`src/rtl/bmu_issue_arbiter.sv`:
```
// bmu_issue_arbiter: round-robin share of the single-issue BMU between NUM_REQ
// requesters. It tracks each op through the fixed BMU latency and returns
// {id, tag, result, error} through a small response FIFO with valid/ready.
//
// Ports:
//   clk, rst_l          clock, asynchronous active-low reset
//   flush               synchronous kill of in-flight and queued results
//   req_valid/ready     per-requester handshake (ready = one-hot grant)
//   req_a/b/ap/tag      packed per-requester operands, control and tag
//   bmu_valid_in/a_in/b_in/ap   issue to BMU (same cycle as grant)
//   bmu_result_ff/error result from BMU, BMU_LAT cycles after issue
//   rsp_valid/ready     response handshake
//   rsp_id/tag/result/error     head of the response FIFO (registered)
module bmu_issue_arbiter #(
  parameter int unsigned NUM_REQ   = 2,
  parameter int unsigned TAG_W     = 4,
  parameter int unsigned AP_W      = 21,
  parameter int unsigned BMU_LAT   = 1,
  parameter int unsigned RSP_DEPTH = 2
) (
  input  logic                          clk,
  input  logic                          rst_l,
  input  logic                          flush,
  input  logic [NUM_REQ-1:0]            req_valid,
  output logic [NUM_REQ-1:0]            req_ready,
  input  logic [NUM_REQ*32-1:0]         req_a,
  input  logic [NUM_REQ*32-1:0]         req_b,
  input  logic [NUM_REQ*AP_W-1:0]       req_ap,
  input  logic [NUM_REQ*TAG_W-1:0]      req_tag,
  output logic                          bmu_valid_in,
  output logic [31:0]                   bmu_a_in,
  output logic [31:0]                   bmu_b_in,
  output logic [AP_W-1:0]               bmu_ap,
  input  logic [31:0]                   bmu_result_ff,
  input  logic                          bmu_error,
  output logic                          rsp_valid,
  input  logic                          rsp_ready,
  output logic [$clog2(NUM_REQ)-1:0]    rsp_id,
  output logic [TAG_W-1:0]              rsp_tag,
  output logic [31:0]                   rsp_result,
  output logic                          rsp_error
);

  localparam int unsigned ID_W  = $clog2(NUM_REQ);
  localparam int unsigned CNT_W = $clog2(RSP_DEPTH + 1);

  typedef struct packed {
    logic             vld;
    logic [ID_W-1:0]  id;
    logic [TAG_W-1:0] tag;
  } pipe_t;

  typedef struct packed {
    logic [ID_W-1:0]  id;
    logic [TAG_W-1:0] tag;
    logic [31:0]      result;
    logic             error;
  } rsp_t;

  logic [ID_W-1:0]      rr_ptr_q, rr_ptr_d;
  pipe_t                pipe_q [BMU_LAT];
  pipe_t                pipe_d [BMU_LAT];
  rsp_t                 fifo_q [RSP_DEPTH];
  rsp_t                 fifo_d [RSP_DEPTH];
  logic [RSP_DEPTH-1:0] fvld_q, fvld_d;
  logic [CNT_W-1:0]     cnt_q, cnt_d, infl_cnt, wr_idx;
  logic                 found, grant, out_en, issue_ok, pop, push;
  logic [ID_W-1:0]      win;
  logic [TAG_W-1:0]     win_tag;

  // Credit check: FIFO slots must cover everything already queued or in flight.
  always_comb begin
    infl_cnt = '0;
    for (int unsigned s = 0; s < BMU_LAT; s++) begin
      infl_cnt = infl_cnt + CNT_W'(pipe_q[s].vld);
    end
    pop      = fvld_q[0] & rsp_ready;
    issue_ok = (32'(cnt_q) - 32'(pop) + 32'(infl_cnt)) < RSP_DEPTH;
  end

  // Round-robin search starting at rr_ptr_q, wrapping.
  always_comb begin
    found = 1'b0;
    win   = '0;
    for (int unsigned i = 0; i < NUM_REQ; i++) begin
      for (int unsigned j = 0; j < NUM_REQ; j++) begin
        if (!found && req_valid[j] && ((32'(rr_ptr_q) + i) % NUM_REQ) == j) begin
          found = 1'b1;
          win   = ID_W'(j);
        end
      end
    end
    grant = found & issue_ok & ~flush;
    // Reset forces the handshake outputs low without waiting for a clock.
    out_en = grant & rst_l;
  end

  // Winner operand mux to the BMU and one-hot ready.
  always_comb begin
    req_ready    = '0;
    bmu_valid_in = out_en;
    bmu_a_in     = '0;
    bmu_b_in     = '0;
    bmu_ap       = '0;
    win_tag      = '0;
    for (int unsigned j = 0; j < NUM_REQ; j++) begin
      if (win == ID_W'(j)) begin
        win_tag = req_tag[j*TAG_W +: TAG_W];
        if (out_en) begin
          req_ready[j] = 1'b1;
          bmu_a_in     = req_a[j*32 +: 32];
          bmu_b_in     = req_b[j*32 +: 32];
          bmu_ap       = req_ap[j*AP_W +: AP_W];
        end
      end
    end
  end

  // Pointer advance and in-flight shift pipe.
  always_comb begin
    rr_ptr_d = rr_ptr_q;
    if (grant) begin
      rr_ptr_d = ((32'(win) + 1) == NUM_REQ) ? '0 : win + ID_W'(1);
    end
    pipe_d[0] = '{vld: grant, id: win, tag: win_tag};
    for (int unsigned s = 1; s < BMU_LAT; s++) begin
      pipe_d[s] = pipe_q[s-1];
    end
    if (flush) begin
      for (int unsigned s = 0; s < BMU_LAT; s++) begin
        pipe_d[s].vld = 1'b0;
      end
    end
    push = pipe_q[BMU_LAT-1].vld & ~flush;
  end

  // Shift-style response FIFO: entry 0 is always the head, so rsp_* come straight from flops.
  always_comb begin
    fifo_d = fifo_q;
    fvld_d = fvld_q;
    wr_idx = cnt_q - CNT_W'(pop);
    if (pop) begin
      for (int unsigned k = 0; k < RSP_DEPTH - 1; k++) begin
        fifo_d[k] = fifo_q[k+1];
      end
      fifo_d[RSP_DEPTH-1] = '0;
      fvld_d = fvld_q >> 1;
    end
    if (push) begin
      for (int unsigned k = 0; k < RSP_DEPTH; k++) begin
        if (wr_idx == CNT_W'(k)) begin
          fifo_d[k] = '{id: pipe_q[BMU_LAT-1].id, tag: pipe_q[BMU_LAT-1].tag,
                        result: bmu_result_ff, error: bmu_error};
          fvld_d[k] = 1'b1;
        end
      end
    end
    cnt_d = cnt_q - CNT_W'(pop) + CNT_W'(push);
    if (flush) begin
      for (int unsigned k = 0; k < RSP_DEPTH; k++) begin
        fifo_d[k] = '0;
      end
      fvld_d = '0;
      cnt_d  = '0;
    end
  end

  // State registers.
  always_ff @(posedge clk or negedge rst_l) begin
    if (!rst_l) begin
      rr_ptr_q <= '0;
      for (int unsigned s = 0; s < BMU_LAT; s++) begin
        pipe_q[s] <= '0;
      end
      for (int unsigned k = 0; k < RSP_DEPTH; k++) begin
        fifo_q[k] <= '0;
      end
      fvld_q <= '0;
      cnt_q  <= '0;
    end else begin
      rr_ptr_q <= rr_ptr_d;
      pipe_q   <= pipe_d;
      fifo_q   <= fifo_d;
      fvld_q   <= fvld_d;
      cnt_q    <= cnt_d;
    end
  end

  // The credit rule makes overflow unreachable.
  always_ff @(posedge clk) begin
    if (rst_l && push && !pop) begin
      assert (cnt_q != CNT_W'(RSP_DEPTH));
    end
  end

  assign rsp_valid  = fvld_q[0];
  assign rsp_id     = fifo_q[0].id;
  assign rsp_tag    = fifo_q[0].tag;
  assign rsp_result = fifo_q[0].result;
  assign rsp_error  = fifo_q[0].error;

endmodule

```
`config.mk`:
```
export PLATFORM = sky130hd
export DESIGN_NAME = bmu_issue_arbiter
export DESIGN_NICKNAME = d
export VERILOG_FILES = /design/src/rtl/bmu_issue_arbiter.sv
export SDC_FILE = /design/constraint.sdc
export NUM_CORES = 1
export LEC_CHECK = 0
export BUFFER_PORTS_ARGS = -buffer_cell sky130_fd_sc_hd__buf_4
export CAP_MARGIN = 20
export CORE_ASPECT_RATIO = 1.4
export CORE_MARGIN = 10
export CORE_UTILIZATION = 25
export DETAILED_ROUTE_END_ITERATION = 10
export PLACE_DENSITY_LB_ADDON = 0.12
export RECOVER_POWER = 25
export SLEW_MARGIN = 20
export SYNTH_ARGS = -nofsm -noshare
export SYNTH_HDL_FRONTEND = slang
export SYNTH_SLANG_ARGS = --single-unit
```
`constraint.sdc`:
```
create_clock -name clk -period 7 [get_ports clk]
set_clock_uncertainty 0.2 [all_clocks]
set_input_delay 1.4 -clock clk [delete_from_list [all_inputs] [get_ports clk]]
set_output_delay 1.4 -clock clk [all_outputs]
set_load 0.005 [all_outputs]
```
# Yosys cells after proc, flatten, opt, wreduce, memory -nomap -nowiden
# Cells that the tools add are included.
# op_classes
add_sub_neg	7
shift	0
bitwise	6
n_reduce_logical	13
n_mux	36
n_eq_ne	2
div	0
multipliers	0
magnitude_cmp	1
# op_table
op	count
2-to-1 mux 32 bit	8
2-to-1 mux 76 bit	3
2-to-1 mux 21 bit	4
2-to-1 mux 38 bit	2
logical NOT 32 bit	2
< comparator 32 x 2 -> 1 bit, second input constant	1
2-to-1 mux 1 bit	14
2-to-1 mux 2 bit	4
logical AND 1 bit	7
bitwise AND 1 bit	5
adder 3 x 2 -> 4 bit	1
2-to-1 mux 4 bit	1
logical NOT 1 bit	3
subtractor 2 x 1 -> 3 bit	1
adder 1 bit, second input constant	2
adder 1 x 1 -> 2 bit, second input constant	1
adder 2 x 1 -> 2 bit	1
== test 2 x 1 -> 1 bit, second input constant	1
== test 2 bit, second input constant	1
logical NOT 2 bit	1
subtractor 2 x 1 -> 2 bit	1
inverter 1 bit	1
# word_totals
elab_cells	79
output_inout_bits	127
latch_bits	0
input_bits	217
ram_bits	0
mem_bits_ro	0
memories	0
reg_bits	87

# Depth between registers and ports, before layout
# Gate-level depths: netlist of run 1.
# depth
depth_word	22
depth_mapped	12
ltp_nobuf	8

# Worst setup path after synthesis of run 1
# No wires, ideal clock.
# synth_timing
path_kind	input to output
start	input port rsp_ready
end	output port bmu_a_in[14]
arrival_ns	3.342
setup_slack_ns	2.058
path_stages	12
path_buffers	4
t_required_ns	5.400
path_cell_list	and3b_1 > buf_2 > ha_1 > inv_1 > ha_1 > nor2_1 > o221ai_1 > a211o_1 > clkbuf_1 > buf_2 > buf_6 > a21oi_1
# synth_via
elab_chain_len	11
# synth_rtl
item	line_no	text
start, declared	37	input logic rsp_ready,
bitwise AND 1 bit *	77	pop = fvld_q[0] & rsp_ready;
subtractor 2 x 1 -> 3 bit *	78	issue_ok = (32'(cnt_q) - 32'(pop) + 32'(infl_cnt)) < RSP_DEPTH;
adder 3 x 2 -> 4 bit *	78	
< comparator 32 x 2 -> 1 bit *	78	
bitwise AND 1 bit * (2 in a row)	93	grant = found & issue_ok & ~flush;
bitwise AND 1 bit *	95	out_en = grant & rst_l;
2-to-1 mux 32 bit	109	if (out_en) begin
2-to-1 mux 32 bit	107	if (win == ID_W'(j)) begin
2-to-1 mux 32 bit	109	
2-to-1 mux 32 bit *	107	
end, declared	31	output logic [31:0] bmu_a_in,
# Mark *: on every way between the ends. The rest lies on a longest branch, timed or not.

# Worst setup path in the final report of run 1
# layout_timing
start	input port rsp_ready
end	output port bmu_b_in[11]
# layout_via
elab_chain_len	11
# layout_rtl
item	line_no	text
bitwise AND 1 bit *	77	
subtractor 2 x 1 -> 3 bit *	78	
adder 3 x 2 -> 4 bit *	78	
< comparator 32 x 2 -> 1 bit *	78	
bitwise AND 1 bit * (2 in a row)	93	
bitwise AND 1 bit *	95	
2-to-1 mux 32 bit	109	
2-to-1 mux 32 bit	107	
2-to-1 mux 32 bit	109	
2-to-1 mux 32 bit *	107	
end, declared	32	output logic [31:0] bmu_b_in,
# Marks and branches as above.

==> qor.yml, run 1 <==
sta:
  max_freq_mhz: 182
  setup_viol: 0
  postLayoutSetupSlackWorst_ns: 1.49
  slew_headroom_pct: 3.94
  final.setup.tns_ns: 0
  layout_min_cycle_time_ns: 5.51
  hold_viol_final: 0
  report.final.slew_viol_count: 0
  rsz0062_at_grt: "no"
  worstMarginPinSlew_ns: 1.44
  fin_crit_sh_pct: 78.7
setup_path:
  crit_path_max_fanout: 88
  required_ns: 5.40
  arrival_ns: 3.91
  start_kind: "primary input"
  end_kind: "output port"
  path_class: "primary input to output port"
place:
  dpl_worst_slack_ns: 1.40
  gp_congestion: 0.789
  port_buffers: 343
  dpl.hpwl_mm: 20.3
clocking:
  cts_root_buf: "clkbuf_16"
  clk_pin_slew_ns: 0.06
  cts.sinks: 87
  htreeDepth: 3
  cts_setup_buffers: 0
  hold_buffers: 0
  cts_buffers: 9
  post_cts_resize_count: 0
  clk_latency_ns: 0.34
  tritoncts: "done"
  cts_buffer_depth: 2
global_routing:
  grt_antenna_before_repair: 5
  grtUsageMet3_pct: 7.57
  grt_max_degree: 91
  use_met2_pct: 28.1
  grt_pass1_wl_mm: 39.8
  grtUsageTotal_pct: 16.9
  grt-busiest-layer: "met2"
  grt_util_met1_pct: 19.3
  gr-total-overflow: 0
  first_global_vias: 6435
min_path:
  hold_class: "register to register"
power:
  p_per_area_nw_per_um2: 220
  peakVddDrop_mv: 0.126
  power_leakage_nw: 4.47
  total_power_w: 0.00191
job:
  maxCapViolCount: 0
drt:
  wl_per_cell_um: 19.9
  drt-total-wl_mm: 26.6
  vias_per_cell: 4.60
  drc: 0
  first_iter_violations: 276
  drt-pass1-iter-count: 4
  vias: 6142
  antenna_left: 0
floorplanning:
  io-pin-count: 344
  die-area_um2: 30200
  die_h_um: 202
  coreArea_um2: 23200
  initial_core_util_pct: 25.4
  num_rows: 66
  die_w_um: 150
logic_synthesis:
  ys_seq_area_share_pct: 37.0
  synth_cell_types: 27
  synthesis.nets: 982
  ys_seq_elements: 87
  yosysTopAreaCellShare_pct: 37.0
  synth_area_um2: 5890
  synth.area.top_cells: "dfrtp_1, nand2_1, a311oi_2, mux2i_1, a21oi_1"
  yosys_warnings: 0
  avgSynthCellArea_um2: 7.73
  yosys.area.top_type: "dfrtp_1"
  synthesis.instances: 762
run_status:
  status: "complete, no violations"
finish:
  area_delta_synth_final_pct: 47.0
  nets: 1242
  final_cell_mix: "buf_4, nand2_1, dfrtp_1"
  layout-drive-gt1-share_pct: 38.7
  nFillCells: 2514
  layout_commonest_cell: "buf_4"
[state kept, by name (all words and copies together) (netlist names)]
signal	flops
rsp_tag	4
fifo_q	38
rr_ptr_q	1
pipe_q	6
fvld_q	2
cnt_q	2
rsp_id	1
rsp_error	1
rsp_result	32
[through the flow]
step | instances | utilization (%) | hold slack [ns] | area (um2)
CTS | 1332 | 37.4 | 0.311 | 8680
floorplan | 762 | - | 0.268 | 5890
global placement | 1316 | 36.1 | 0.284 | 8370
finish | 1336 | 37.3 | 0.313 | 8650
global route | 1335 | 37.3 | 0.344 | 8650
detailed placement | 1316 | 36.1 | 0.289 | 8370
[worst max-delay path, stage by stage]
cell      delay [ns]
buf_4           0.12
and3b_1         0.23
ha_1            0.35
inv_1           0.05
ha_1            0.28
nor2_1          0.09
o221ai_1        0.16
a211o_4         0.65
a21oi_1         0.37
buf_4           0.20
[logic make-up (layout without fill, tap and decap cells)]
logic type / Yosys count / count (layout) / synth area share, %
simple gates: 389 / 389 / 27.8
compound gates: 130 / 130 / 17.4
buf+inv: 113 / 378 / 10.4
flops: 87 / 87 / 37.0
mux: 39 / 39 / 6.63
fa+ha+maj: 3 / 3 / 0.638
xor+xnor: 1 / 1 / 0.149
other cells: 0 / 3 / 0
[Yosys cell counts]
cell / instances
nand3b_1: 2
a21boi_1: 1
and3b_1: 2
a311oi_2: 29
o221ai_1: 1
a211o_1: 1
o21ai_1: 2
o211ai_1: 1
xor2_1: 1
nand2b_1: 1
and2_1: 38
nor2_1: 81
clkbuf_1: 54
nand3_1: 38
inv_1: 9
buf_6: 5
mux2i_1: 39
a21oi_1: 76
ha_1: 3
buf_4: 38
dfrtp_1: 87
nand2_1: 223
or3b_1: 1
buf_2: 7
nor2b_1: 3
a21oi_2: 10
a311oi_1: 9
[layer usage]
layer / up-vias / share of wire (%)
met5: - / 0.12
met1: 2874 / 40
met3: 16 / 10
met2: 235 / 48
met4: 4 / 1.3
li1: 3013 / -
[worst paths after layout]
kind / from / cells past startpoint / slack [ns] / to
setup / recovery: rsp_ready / 10 / 1.49 / bmu_b_in[11]
min in group asynchronous: rst_l / 1 / 1.19 / rsp_result[5]
hold reg to reg: fvld_q[1] / 2 / 0.31 / fvld_q[1]
hold / removal: fvld_q[1] / 2 / 0.31 / fvld_q[1]
max in group asynchronous: rst_l / 2 / 3.82 / rsp_result[29]
setup reg to reg: cnt_q[0] / 7 / 4.22 / rsp_result[30]
[final cells by class]
class,count,area (um2),share of cell area [%]
repair buffers,353,2610,30.1
clock buffers,10,229,2.65
diodes,3,7.51,0.0867
inverters,9,33.8,0.390
multi-input cells,562,3130,36.2
well taps,306,383,4.42
flip-flops and latches,87,2180,25.2
clock inverters,6,85.1,0.983
[power breakdown]
part           switching [W]  leakage (nW)  internal [W]  total [W]
clock network       0.000207         0.148      0.000312   0.000519
registers          0.0000420          1.19      0.000578   0.000620
logic               0.000428          3.14      0.000341   0.000770
Note: power is estimated with default switching activity, not from simulation.
==> run 2, diff against run 1 <==
clock period = 5.45 ns   (was 7 ns; I/O delays follow)
==> qor.yml, run 2 (synthesis results as in run 1) <==
drt:
  first_iter_violations: 274  # was 276
  vias: 6306  # was 6,142
  drc: 0  # unchanged
  drt-total-wl_mm: 27.4  # was 26.6 mm
  vias_per_cell: 4.68  # was 4.60
  drt-pass1-iter-count: 4  # unchanged
  antenna_left: 0  # unchanged
  wl_per_cell_um: 20.3  # was 19.9 um
sta:
  max_freq_mhz: 205
  slew_headroom_pct: -16.7  # was 3.94%
  report.final.slew_viol_count: 68  # was 0
  timing.hold.ws_ns: 0.320  # was 0.313 ns
  final.setup.tns_ns: 0  # unchanged
  setup_viol: 0  # unchanged
  fin_crit_sh_pct: 89.5
  rsz0062_at_grt: "no"  # unchanged
  hold_viol_final: 0  # unchanged
  layout_min_cycle_time_ns: 4.88
  worstMarginPinSlew_ns: 1.75  # was 1.44 ns
finish:
  largest_register: "fifo_q"  # unchanged
  nets: 1245  # was 1,242
  final_cell_mix: "buf_4, nand2_1, dfrtp_1"  # unchanged
  area_delta_synth_final_pct: 47.4  # was 47.0%
  layout-drive-gt1-share_pct: 38.9  # was 38.7%
  largest_reg_flops: 38  # unchanged
  layout_commonest_cell: "buf_4"  # unchanged
clocking:
  cts_buffer_depth: 2  # unchanged
  cts.sinks: 87  # unchanged
  cts_setup_buffers: 0  # unchanged
  cts_buffers: 9  # unchanged
  cts_root_buf: "clkbuf_16"  # unchanged
  post_cts_resize_count: 0  # unchanged
  htreeDepth: 3  # unchanged
  hold_buffers: 0  # unchanged
  clk_latency_ns: 0.34  # about the same
  tritoncts: "done"  # unchanged
  clk_pin_slew_ns: 0.06  # about the same
setup_path:
  start_kind: "primary input"  # unchanged
  required_ns: 4.16  # was 5.40 ns
  r2r_end: "rsp_result[2]"  # was rsp_result[30]
  r2r_cells: 7  # unchanged
  crit_chain: "buf_4, and3b_1, ha_1, inv_1, ha_1, nor2_1, o221ai_1, a211o_4, buf_4, a21oi_1, buf_4"  # was buf_4, and3b_1, ha_1, inv_1, ha_1, nor2_1, o221ai_1, a211o_4, a21oi_1, buf_4
  reg2reg_slack_ns: 2.23  # was 4.22 ns
  cp_slowest_cell: "a211o_4"  # unchanged
  cpMostUsedCell: "buf_4"
  end_kind: "output port"  # unchanged
  arrival_ns: 3.59  # was 3.91 ns
  cp_slowest_stage_delay_ns: 0.50  # was 0.65 ns
  crit_path_max_fanout: 39  # was 88
  path_class: "primary input to output port"  # unchanged
  r2r_start: "fvld_q[0]"  # was cnt_q[0]
floorplanning:
  io-pin-count: 344  # unchanged
  die-area_um2: 30200  # unchanged
  num_rows: 66  # unchanged
  initial_core_util_pct: 25.4  # unchanged
  coreArea_um2: 23200  # unchanged
  die_h_um: 202  # unchanged
  die_w_um: 150  # unchanged
global_routing:
  grt_antenna_before_repair: 8  # was 5
  grtUsageTotal_pct: 17.3  # was 16.9%
  grt_pass1_wl_mm: 40.3  # was 39.8 mm
  first_global_vias: 6545  # was 6,435
  grt_max_degree: 91  # unchanged
  gr-total-overflow: 0  # unchanged
place:
  dpl.hpwl_mm: 21.0  # was 20.3 mm
  port_buffers: 343  # unchanged
  gp_congestion: 0.917  # was 0.789
min_path:
  worstHoldStart: "pipe_q[4]"  # was fvld_q[1]
  hold_class: "register to register"  # unchanged
  whs_path_depth: 2  # unchanged
  holdPathEnd: "fifo_q[37]"  # was fvld_q[1]
job:
  maxCapViolCount: 1  # was 0
run_status:
  status: "finished with violations"  # was complete, no violations
  violations: "capacitance limit, slew limit"
power:
  peakVddDrop_mv: 0.177  # was 0.126 mV
  power_leakage_nw: 4.47  # about the same
  p_per_area_nw_per_um2: 280  # was 220 nW/um2
  total_power_w: 0.00243  # was 0.00191 W
[run 2: final cells by class]
type	count	area, um2
clock buffers	9	225
diodes	11	27.5
multi-input cells	562	3130
repair buffers	356	2630
well taps	306	383
inverters	9	33.8
clock inverters	7	71.3
flip-flops and latches	87	2180
fillers	2464	14500
[run 2: worst max path at each step]
stage | from | end | slack (ns) | depth (start not counted)
CTS | rsp_ready | bmu_b_in[27] | 0.58 | 11
floorplan | rsp_ready | bmu_a_in[14] | 1.13 | 12
global placement | rsp_ready | bmu_b_in[9] | 0.60 | 10
detailed placement | rsp_ready | bmu_b_in[27] | 0.59 | 11
global route | rsp_ready | bmu_b_in[31] | 0.39 | 11
finish | rsp_ready | bmu_b_in[19] | 0.57 | 11
[run 2: power breakdown]
| part | internal [W] | switching [W] |
|---|---|---|
| logic | 0.000442 | 0.000559 |
| clock network | 0.000355 | 0.000269 |
| registers | 0.000743 | 0.0000607 |
[run 2: metrics by stage]
stage               cell area, um2  utilization [%]  worst slack [ns]  instances
detailed placement            8410             36.3             0.594       1320
global placement              8410             36.3             0.601       1320
CTS                           8710             37.5             0.576       1336
floorplan                     5890                -              1.13        762
global route                  8670             37.4             0.388       1344
finish                        8680             37.4             0.571       1347
[run 2: metal layers]
layer  routed length, um  track usage (%)  share of wire [%]
met5                   0                0                  0
met4                 820             7.31                3.0
met3                2790             7.01                 10
met2               12900             27.8                 47
met1               10900             19.8                 40
[run 2: critical path, delay by kind of cell]
| family | cells | cell delay [ns] |
|---|---|---|
| AOI/OAI and AO/OA | 3 | 0.86 |
| buffers and inverters | 4 | 0.65 |
| adders and majority gates | 2 | 0.63 |
| and+or+nand+nor | 2 | 0.32 |
